<file path="src/rtl/multicycle_ctrl_pkg.sv">
// ============================================================================
//  Module      : multicycle_ctrl_pkg
//  Description : Shared encodings for the multicycle datapath controller.
//  Revision    : 1.0 - initial release
// ============================================================================
`default_nettype none

package multicycle_ctrl_pkg;

    localparam int unsigned TIMEOUT_CYCLES_DEFAULT = 15;

    localparam logic [2:0] ST_FETCH  = 3'd0;
    localparam logic [2:0] ST_DECODE = 3'd1;
    localparam logic [2:0] ST_EXEC   = 3'd2;
    localparam logic [2:0] ST_MEM    = 3'd3;
    localparam logic [2:0] ST_WB     = 3'd4;
    localparam logic [2:0] ST_HALT   = 3'd5;

    localparam logic [6:0] OPC_R      = 7'b0110011;
    localparam logic [6:0] OPC_I      = 7'b0010011;
    localparam logic [6:0] OPC_LOAD   = 7'b0000011;
    localparam logic [6:0] OPC_STORE  = 7'b0100011;
    localparam logic [6:0] OPC_BRANCH = 7'b1100011;
    localparam logic [6:0] OPC_JAL    = 7'b1101111;

    localparam logic [1:0] ALUOP_ADD   = 2'b00;
    localparam logic [1:0] ALUOP_SUB   = 2'b01;
    localparam logic [1:0] ALUOP_FUNCT = 2'b10;

    function automatic logic opcode_supported(input logic [6:0] opc);
        logic ok;
        ok = 1'b0;
        case (opc)
            OPC_R, OPC_I, OPC_LOAD, OPC_STORE, OPC_BRANCH, OPC_JAL: ok = 1'b1;
            default:                                                ok = 1'b0;
        endcase
        return ok;
    endfunction

endpackage

`default_nettype wire

</file>
<file path="src/rtl/multicycle_ctrl.sv">
// ============================================================================
//  Module      : multicycle_ctrl
//  Description : Multicycle CPU control FSM with memory-ready timeout abort.
//  Revision    : 1.0 - initial release
// ============================================================================
`default_nettype none

module multicycle_ctrl
    import multicycle_ctrl_pkg::*;
#(
    parameter int unsigned TIMEOUT_CYCLES = TIMEOUT_CYCLES_DEFAULT
) (
    input  logic       clk,
    input  logic       rst_n,
    input  logic [6:0] opcode,
    input  logic       zero,
    input  logic       imem_ready,
    input  logic       dmem_ready,
    output logic       imem_req,
    output logic       ir_write,
    output logic       ALUSrc,
    output logic [1:0] ALUOp,
    output logic       MemRead,
    output logic       MemWrite,
    output logic       MemtoReg,
    output logic       RegWrite,
    output logic       PCWrite,
    output logic       PCSrc,
    output logic       bus_err,
    output logic       illegal,
    output logic [2:0] state
);

    localparam int unsigned CNT_W   = (TIMEOUT_CYCLES < 1) ? 1 : $clog2(TIMEOUT_CYCLES + 1);
    localparam logic [CNT_W-1:0] CNT_MAX = CNT_W'(TIMEOUT_CYCLES);

    logic [2:0]       state_q,   state_d;
    logic [CNT_W-1:0] cnt_q,     cnt_d;
    logic [6:0]       opc_q,     opc_d;
    logic             bus_err_q, bus_err_d;
    logic             illegal_q, illegal_d;
    logic             w_timeout;

    assign w_timeout = (cnt_q == CNT_MAX);

    always_ff @(posedge clk or negedge rst_n) begin
        if (!rst_n) begin
            state_q   <= ST_FETCH;
            cnt_q     <= '0;
            opc_q     <= '0;
            bus_err_q <= 1'b0;
            illegal_q <= 1'b0;
        end else begin
            state_q   <= state_d;
            cnt_q     <= cnt_d;
            opc_q     <= opc_d;
            bus_err_q <= bus_err_d;
            illegal_q <= illegal_d;
        end
    end

    // The wait counter is zeroed on every transition into FETCH or MEM.
    always_comb begin
        state_d   = state_q;
        cnt_d     = cnt_q;
        opc_d     = opc_q;
        bus_err_d = bus_err_q;
        illegal_d = illegal_q;
        case (state_q)
            ST_FETCH: begin
                if (imem_ready) begin
                    state_d = ST_DECODE;
                end else if (w_timeout) begin
                    state_d   = ST_HALT;
                    bus_err_d = 1'b1;
                end else begin
                    cnt_d = cnt_q + 1'b1;
                end
            end
            ST_DECODE: begin
                opc_d = opcode;
                if (opcode_supported(opcode)) begin
                    state_d = ST_EXEC;
                end else begin
                    state_d   = ST_HALT;
                    illegal_d = 1'b1;
                end
            end
            ST_EXEC: begin
                cnt_d = '0;
                case (opc_q)
                    OPC_R, OPC_I:         state_d = ST_WB;
                    OPC_LOAD, OPC_STORE:  state_d = ST_MEM;
                    default:              state_d = ST_FETCH;
                endcase
            end
            ST_MEM: begin
                if (dmem_ready) begin
                    if (opc_q == OPC_LOAD) begin
                        state_d = ST_WB;
                    end else begin
                        state_d = ST_FETCH;
                        cnt_d   = '0;
                    end
                end else if (w_timeout) begin
                    state_d   = ST_HALT;
                    bus_err_d = 1'b1;
                end else begin
                    cnt_d = cnt_q + 1'b1;
                end
            end
            ST_WB: begin
                state_d = ST_FETCH;
                cnt_d   = '0;
            end
            ST_HALT: begin
                state_d = ST_HALT;
            end
            default: begin
                state_d = ST_FETCH;
                cnt_d   = '0;
            end
        endcase
    end

    // Strobes are gated by rst_n so every output reads 0 while reset is held.
    always_comb begin
        imem_req = 1'b0;
        ir_write = 1'b0;
        ALUSrc   = 1'b0;
        ALUOp    = ALUOP_ADD;
        MemRead  = 1'b0;
        MemWrite = 1'b0;
        MemtoReg = 1'b0;
        RegWrite = 1'b0;
        PCWrite  = 1'b0;
        PCSrc    = 1'b0;
        if (rst_n) begin
            case (state_q)
                ST_FETCH: begin
                    imem_req = 1'b1;
                    ir_write = imem_ready;
                end
                ST_EXEC: begin
                    case (opc_q)
                        OPC_R: begin
                            ALUOp = ALUOP_FUNCT;
                        end
                        OPC_I: begin
                            ALUSrc = 1'b1;
                            ALUOp  = ALUOP_FUNCT;
                        end
                        OPC_LOAD, OPC_STORE: begin
                            ALUSrc = 1'b1;
                        end
                        OPC_BRANCH: begin
                            ALUOp   = ALUOP_SUB;
                            PCWrite = 1'b1;
                            PCSrc   = zero;
                        end
                        OPC_JAL: begin
                            ALUSrc   = 1'b1;
                            PCWrite  = 1'b1;
                            PCSrc    = 1'b1;
                            RegWrite = 1'b1;
                        end
                        default: ;
                    endcase
                end
                ST_MEM: begin
                    MemRead  = (opc_q == OPC_LOAD);
                    MemWrite = (opc_q == OPC_STORE);
                    PCWrite  = (opc_q == OPC_STORE) && dmem_ready;
                end
                ST_WB: begin
                    RegWrite = 1'b1;
                    PCWrite  = 1'b1;
                    MemtoReg = (opc_q == OPC_LOAD);
                end
                default: ;
            endcase
        end
    end

    assign bus_err = bus_err_q;
    assign illegal = illegal_q;
    assign state   = state_q;

endmodule

`default_nettype wire

</file>
<file path="config.mk">
export PLATFORM = sky130hd
export DESIGN_NAME = multicycle_ctrl
export DESIGN_NICKNAME = d
export VERILOG_FILES = /design/src/rtl/multicycle_ctrl_pkg.sv /design/src/rtl/multicycle_ctrl.sv
export SDC_FILE = /design/constraint.sdc
export NUM_CORES = 1
export LEC_CHECK = 0
export BUFFER_PORTS_ARGS = -buffer_cell sky130_fd_sc_hd__buf_4
export CAP_MARGIN = 40
export CORE_ASPECT_RATIO = 0.7
export CORE_MARGIN = 2
export CORE_UTILIZATION = 42
export DETAILED_ROUTE_END_ITERATION = 8
export GPL_TIMING_DRIVEN = 0
export HOLD_SLACK_MARGIN = 0.15
export PLACE_DENSITY = 0.66
export SYNTH_ARGS = -nofsm -noshare
export SYNTH_HDL_FRONTEND = slang
export SYNTH_SLANG_ARGS = --single-unit
export TNS_END_PERCENT = 10
</file>
<file path="constraint.sdc">
create_clock -name clk -period 5.5 [get_ports clk]
set_clock_uncertainty 0.05 [all_clocks]
set_input_delay 0.55 -clock clk [delete_from_list [all_inputs] [get_ports clk]]
set_output_delay 0.55 -clock clk [all_outputs]
set_load 0.01 [all_outputs]
</file>
==> reports/qor.yml, run 1 <==
hold_viol: 0
route.detailed.drc: 0
crit_top_cell: "buf_4"
min_to: "opc_q[4]"
synth_edf_count: 0
path_class: "primary input to output pin"
max-cap-violations: 0
yosys.area_share.simple_pct: 30.3
htreeDepth: 1
rr_startpoint: "opc_q[3]"
p_leak_nw: 0.572
fin_hold_ws_ps: 405
cts_buffers: 3
crit_required_ps: 4900
drtIter0Drc: 29
crit_path_start_kind: "primary input"
synth_warnings: 0
cts_tree: "done"
max_freq_mhz: 349
dieArea_um2: 2880
worstHoldStart: "opcode[4]"
clock_latency_ps: 300
dpl-instance-area_um2: 1280
synth_xor_area_share_pct: 0
dr.pass1.iters: 4
diodes: 0
yosys_most_used_dff: "dfrtp_1"
antenna_left: 0
area_growth_pct: 28.0
ir_drop_mv: 0.199
timing.rr.end: "cnt_q[0]"
std_cell_rows: 14
nets: 167
final_cells: 185
setup_viol: 0
p_per_area_nw_per_um2: 389
synth_cell_types: 39
muxShareOfSynthArea_pct: 7.63
synth-compound-area-share_pct: 18.8
timing.slew.headroom_pct: 48.5
rsz0062_at_grt: "no"
layout-drive-gt1-share_pct: 26.8
end_kind: "output pin"
synth_top_family_by_area: "simple AND/OR/NAND/NOR gates"
slowest_delay_ps: 530
period_needed_ps: 2860
die_y_um: 45.5
grt_pass1_vias: 907
fin_util_pct: 59.0
syn-num-nets: 134
cp.arrival_ps: 2260
min_period_over_period_pct: 52.0
holdPathStages: 3
core_region_area_um2: 2240
cp_max_fo: 19
worst_pin_slew_ps: 770
cts_root_buffer: "clkbuf_4"
fin_tns_setup_ps: 0
fin_ws_ps: 2640
status: "completed"
seq_area_frac_synth_pct: 38.7
place_congestion: 0.822
fp.dieW_um: 63.3
clock_path_buffers: 2
place_ws_ps: 3210
r2r_slack_ps: 3320
dp_hpwl_um: 2010
via_per_inst: 5.43
hold_class: "primary input to flop"
synth_area_um2: 1030
grt_antenna_before_repair: 0
grt_max_degree: 20
overflow: 0
syn-instance-count: 121
grt_pass1_wl_um: 4240
vias: 1005
drt-total-wl_um: 2610
fin_area_um2: 1320
io_buffers: 27
routedWlPerCell_um: 14.1
synth-adder-area-share_pct: 1.21
r2r_cells: 5
io_pins: 28
grt.total_usage_pct: 19.9
clk_pin_slew_ps: 110
postSynthAreaPerCell_um2: 8.54
ys_async_sr_fraction_pct: 100
critPathSlowestCell: "dlygate4sd3_1"
cp_cell_sequence: "dlygate4sd3_1 > buf_4 > nor2b_1 > nand4_1 > nor3_1 > buf_4"
p_total_mw: 0.515
finalMaxSlewViolations: 0
initial_core_util_pct: 46.1
cts.sinks: 16
synth_seq_cells: 16
dp.cells: 180
[cell usage in the layout, fill, tap and decap left out, types with 4 or more instances in the layout]
cell type  netlist  layout
inv_1            5       5
nand3_1          6       6
a21oi_1          7       7
buf_4            0      27
mux2_2           5       5
nor2_1          14      14
nor2b_1          4       4
o21ai_0          5       5
dfrtp_1         16      16
nand2_1          8       8
[worst max path at each step]
| stage | from | to | slack (ps) | cells after the start |
|---|---|---|---|---|
| floorplan | opc_q[3] | MemRead | 3450 | 4 |
| global placement | rst_n | ALUOp[0] | 3250 | 5 |
| detailed placement | rst_n | ALUOp[0] | 3210 | 5 |
| CTS | rst_n | ALUOp[0] | 2660 | 6 |
| global route | rst_n | ALUOp[0] | 2530 | 6 |
| finish | rst_n | ALUOp[0] | 2640 | 6 |
[cell usage after synthesis, types with 2 or more instances]
library cell  number  area (um2)
a21o_1             2        15.0
a21oi_1            7        35.0
a31oi_1            2        12.5
and2_1             3        18.8
and3_1             2        12.5
clkbuf_1           3        11.3
dfrtp_1           16         400
inv_1              5        18.8
mux2_1             2        22.5
mux2_2             5        56.3
nand2_1            8        30.0
nand2b_1           3        18.8
nand3_1            6        30.0
nand3b_1           3        22.5
nand4_1            2        12.5
nor2_1            14        52.6
nor2b_1            4        25.0
nor3_1             2        10.0
nor4_1             3        18.8
o21a_1             2        15.0
o21ai_0            5        25.0
o21ai_1            2        10.0
o22ai_1            2        12.5
or2_2              2        12.5
or3_1              2        12.5
[area by class of cell]
cell class,count,area (um2)
Timing Repair Buffer,28,213
Multi-Input combinational cell,96,598
Clock buffer,4,36.3
Tap cell,32,40.0
Buffer,4,16.3
Fill cell,225,920
Sequential cell,16,400
Inverter,5,18.8
[power breakdown]
group          leakage, nW  switching [mW]  internal, mW
Sequential           0.196          0.0411         0.156
Clock               0.0210          0.0406        0.0404
Combinational        0.355           0.134         0.103
[worst max-delay path: cells and delay by family]
kind / cells / cell delay [ps]
buffers and inverters: 3 / 940
and+or+nand+nor: 3 / 770
[registers in the layout, summed over array words and instances (netlist names)]
name,count
state,3
bus_err,1
opc_q,7
cnt_q,4
illegal,1
[logic make-up after synthesis]
kind of cell | Yosys count
and+or+nand+nor | 58
AOI/OAI and AO/OA | 30
DFF | 16
buffers and inverters | 9
muxes | 7
adders and majority gates | 1
[metal layers]
layer,up-vias,GRT usage (%),part of all wire (%)
li1,505,-,-
met1,465,27.0,51
met2,31,30.9,41
met3,4,6.44,7.1
met4,0,6.52,1.1
met5,-,0,0
[repair_timing]
item | in CTS | in global routing
setup buffers | 0 | 0
hold buffers | 1 | 0
endpoints found under the hold margin | 16 | 0
gates resized for setup | 0 | 0
(Power assumes the default switching activity.)
==> run 2: changes to the inputs <==
- clock period: 5.5 -> 2.7 ns (I/O delays scaled with it)
==> run 2 against run 1 <==
- clock-buffer cell count is the same
- critical path type unchanged
- cell count grew 1.1%
- setup slack worse by 2200 ps
- combinational power rose by 110%
- sequential share of layout area fell by 0.45 points
- flip-flop and latch count is the same
- non-clock buffer count is 2 higher
- critical path depth unchanged
==> reports/qor.yml, run 2 (synthesis results as in run 1) <==
max-cap-violations: 0  # unchanged
cts_tree: "done"
clock_path_buffers: 2  # unchanged
dieArea_um2: 2880  # unchanged
core_region_area_um2: 2240  # unchanged
dp_hpwl_um: 2010  # unchanged
via_per_inst: 5.43  # about the same
ir_drop_mv: 0.424  # +110%
io_pins: 28  # unchanged
hold_viol: 0  # unchanged
layout-drive-gt1-share_pct: 26.5  # -0.35 points
min_period_over_period_pct: 85.3
p_total_mw: 1.05  # +100%
dp.cells: 180  # unchanged
crit_path_start_kind: "primary input"
grt_pass1_wl_um: 4260  # +0.33%
area_growth_pct: 29.9
cp_max_fo: 19  # unchanged
fin_tns_setup_ps: 0  # unchanged
clock_latency_ps: 300  # about the same
route.detailed.drc: 0  # unchanged
p_sw_mw: 0.442  # +100%
nets: 169  # +1.2%
p_seq_share_pct: 38.2  # about the same
worst_pin_slew_ps: 765  # -4.55 ps
period_needed_ps: 2300
io_buffers: 27  # unchanged
hold_class: "primary input to flop"
cp.arrival_ps: 1980  # -280 ps
htreeDepth: 1  # unchanged
fin_hold_ws_ps: 162  # -243 ps
antenna_left: 0  # unchanged
final_common_cell: "buf_4"
initial_core_util_pct: 46.1  # unchanged
cts.sinks: 16  # unchanged
globalRouteMet3Util_pct: 6.44  # unchanged
max_freq_mhz: 434
internal-power_mw: 0.611  # +100%
dr.pass1.iters: 4  # unchanged
clk_pin_slew_ps: 90  # -20 ps
fp.dieW_um: 63.3  # unchanged
top_register: "opc_q"
place_congestion: 0.822  # unchanged
drtIter0Drc: 21  # -28%
crit_required_ps: 2380  # -2520 ps
cts_buffers: 3  # unchanged
grt_max_degree: 20  # unchanged
setup_viol: 0  # unchanged
grt_antenna_before_repair: 0  # unchanged
drt-total-wl_um: 2630  # +0.80%
std_cell_rows: 14  # unchanged
switching_share_pct: 41.9  # about the same
grt_pass1_vias: 908  # +0.11%
final_cells: 187  # +1.1%
grt_util_met1_pct: 27.0  # unchanged
diodes: 0  # unchanged
overflow: 0  # unchanged
status: "completed"
cts_root_buffer: "clkbuf_4"
die_y_um: 45.5  # unchanged
grt-busiest-layer: "met2"
largest_reg_flops: 7  # unchanged
path_class: "primary input to output pin"
final_cell_mix: "buf_4, dfrtp_1, nor2_1"
end_kind: "output pin"
grt.total_usage_pct: 20.0  # +0.055 points
vias: 1015  # +1.0%
timing.slew.headroom_pct: 48.8  # +0.30 points
gr-usage-met2_pct: 31.1  # +0.21 points
rsz0062_at_grt: "no"
p_leak_nw: 0.580  # +1.5%
clkPwrFrac_pct: 15.7  # about the same
routedWlPerCell_um: 14.1  # -0.27%
p_per_area_nw_per_um2: 784  # +100%
finalMaxSlewViolations: 0  # unchanged
comb_power_share_pct: 46.1  # about the same
-- run 2: metal layers --
| layer | share of wire, % | wire, um | vias to the layer above |
|---|---|---|---|
| met5 | 0 | 0 | - |
| met4 | 1.1 | 28 | 0 |
| met3 | 7.2 | 189 | 4 |
| met2 | 42 | 1090 | 32 |
| met1 | 50 | 1320 | 470 |
| li1 | - | - | 509 |
-- run 2: per-stage QoR --
step	utilization (%)	instance area [um2]	worst slack, ps
5_1_grt	59.9	1340	288
3_5_place_dp	56.9	1280	561
4_1_cts	59.9	1340	422
2_1_floorplan	-	1030	662
6_report	59.9	1340	397
3_3_place_gp	56.9	1280	581
-- run 2: critical path, cell delays in order --
cell           delay (ps)
dlygate4sd3_1         530
buf_4                 260
nor2b_1               380
nand4_1               210
nor3_1                180
buf_4                 150
-- run 2: path summary, 6_finish.rpt --
path,startpoint,endpoint,slack (ps),depth (start not counted)
setup / recovery,rst_n,ALUOp[0],400,6
hold / removal,opcode[1],opc_q[1],160,2
setup reg to reg,opc_q[3],cnt_q[0],520,5
hold reg to reg,bus_err,bus_err,420,1
min in group asynchronous,rst_n,opc_q[4],320,2
max in group asynchronous,rst_n,opc_q[5],2070,2
-- run 2: area by class of cell --
class,instances,area [um2]
Buffer,4,16.3
Multi-Input combinational cell,96,598
Tap cell,32,40.0
Fill cell,223,900
Clock buffer,4,36.3
Sequential cell,16,400
Timing Repair Buffer,30,233
Inverter,5,18.8
-- run 2: power groups by stage --
stage               clock (mW)  sequential (mW)  combinational, mW
finish                   0.165            0.402              0.486
global placement             0            0.399              0.463
detailed placement           0            0.406              0.479
global route             0.178            0.418              0.542
floorplan                    0            0.389              0.336
CTS                      0.171            0.401              0.485
-- run 2: what timing repair did --
item                                   in CTS  in global routing
gates resized for setup                     0                  0
endpoints found under the hold margin      18                  0
buffers inserted                            0                  0
hold buffers                                3                  0
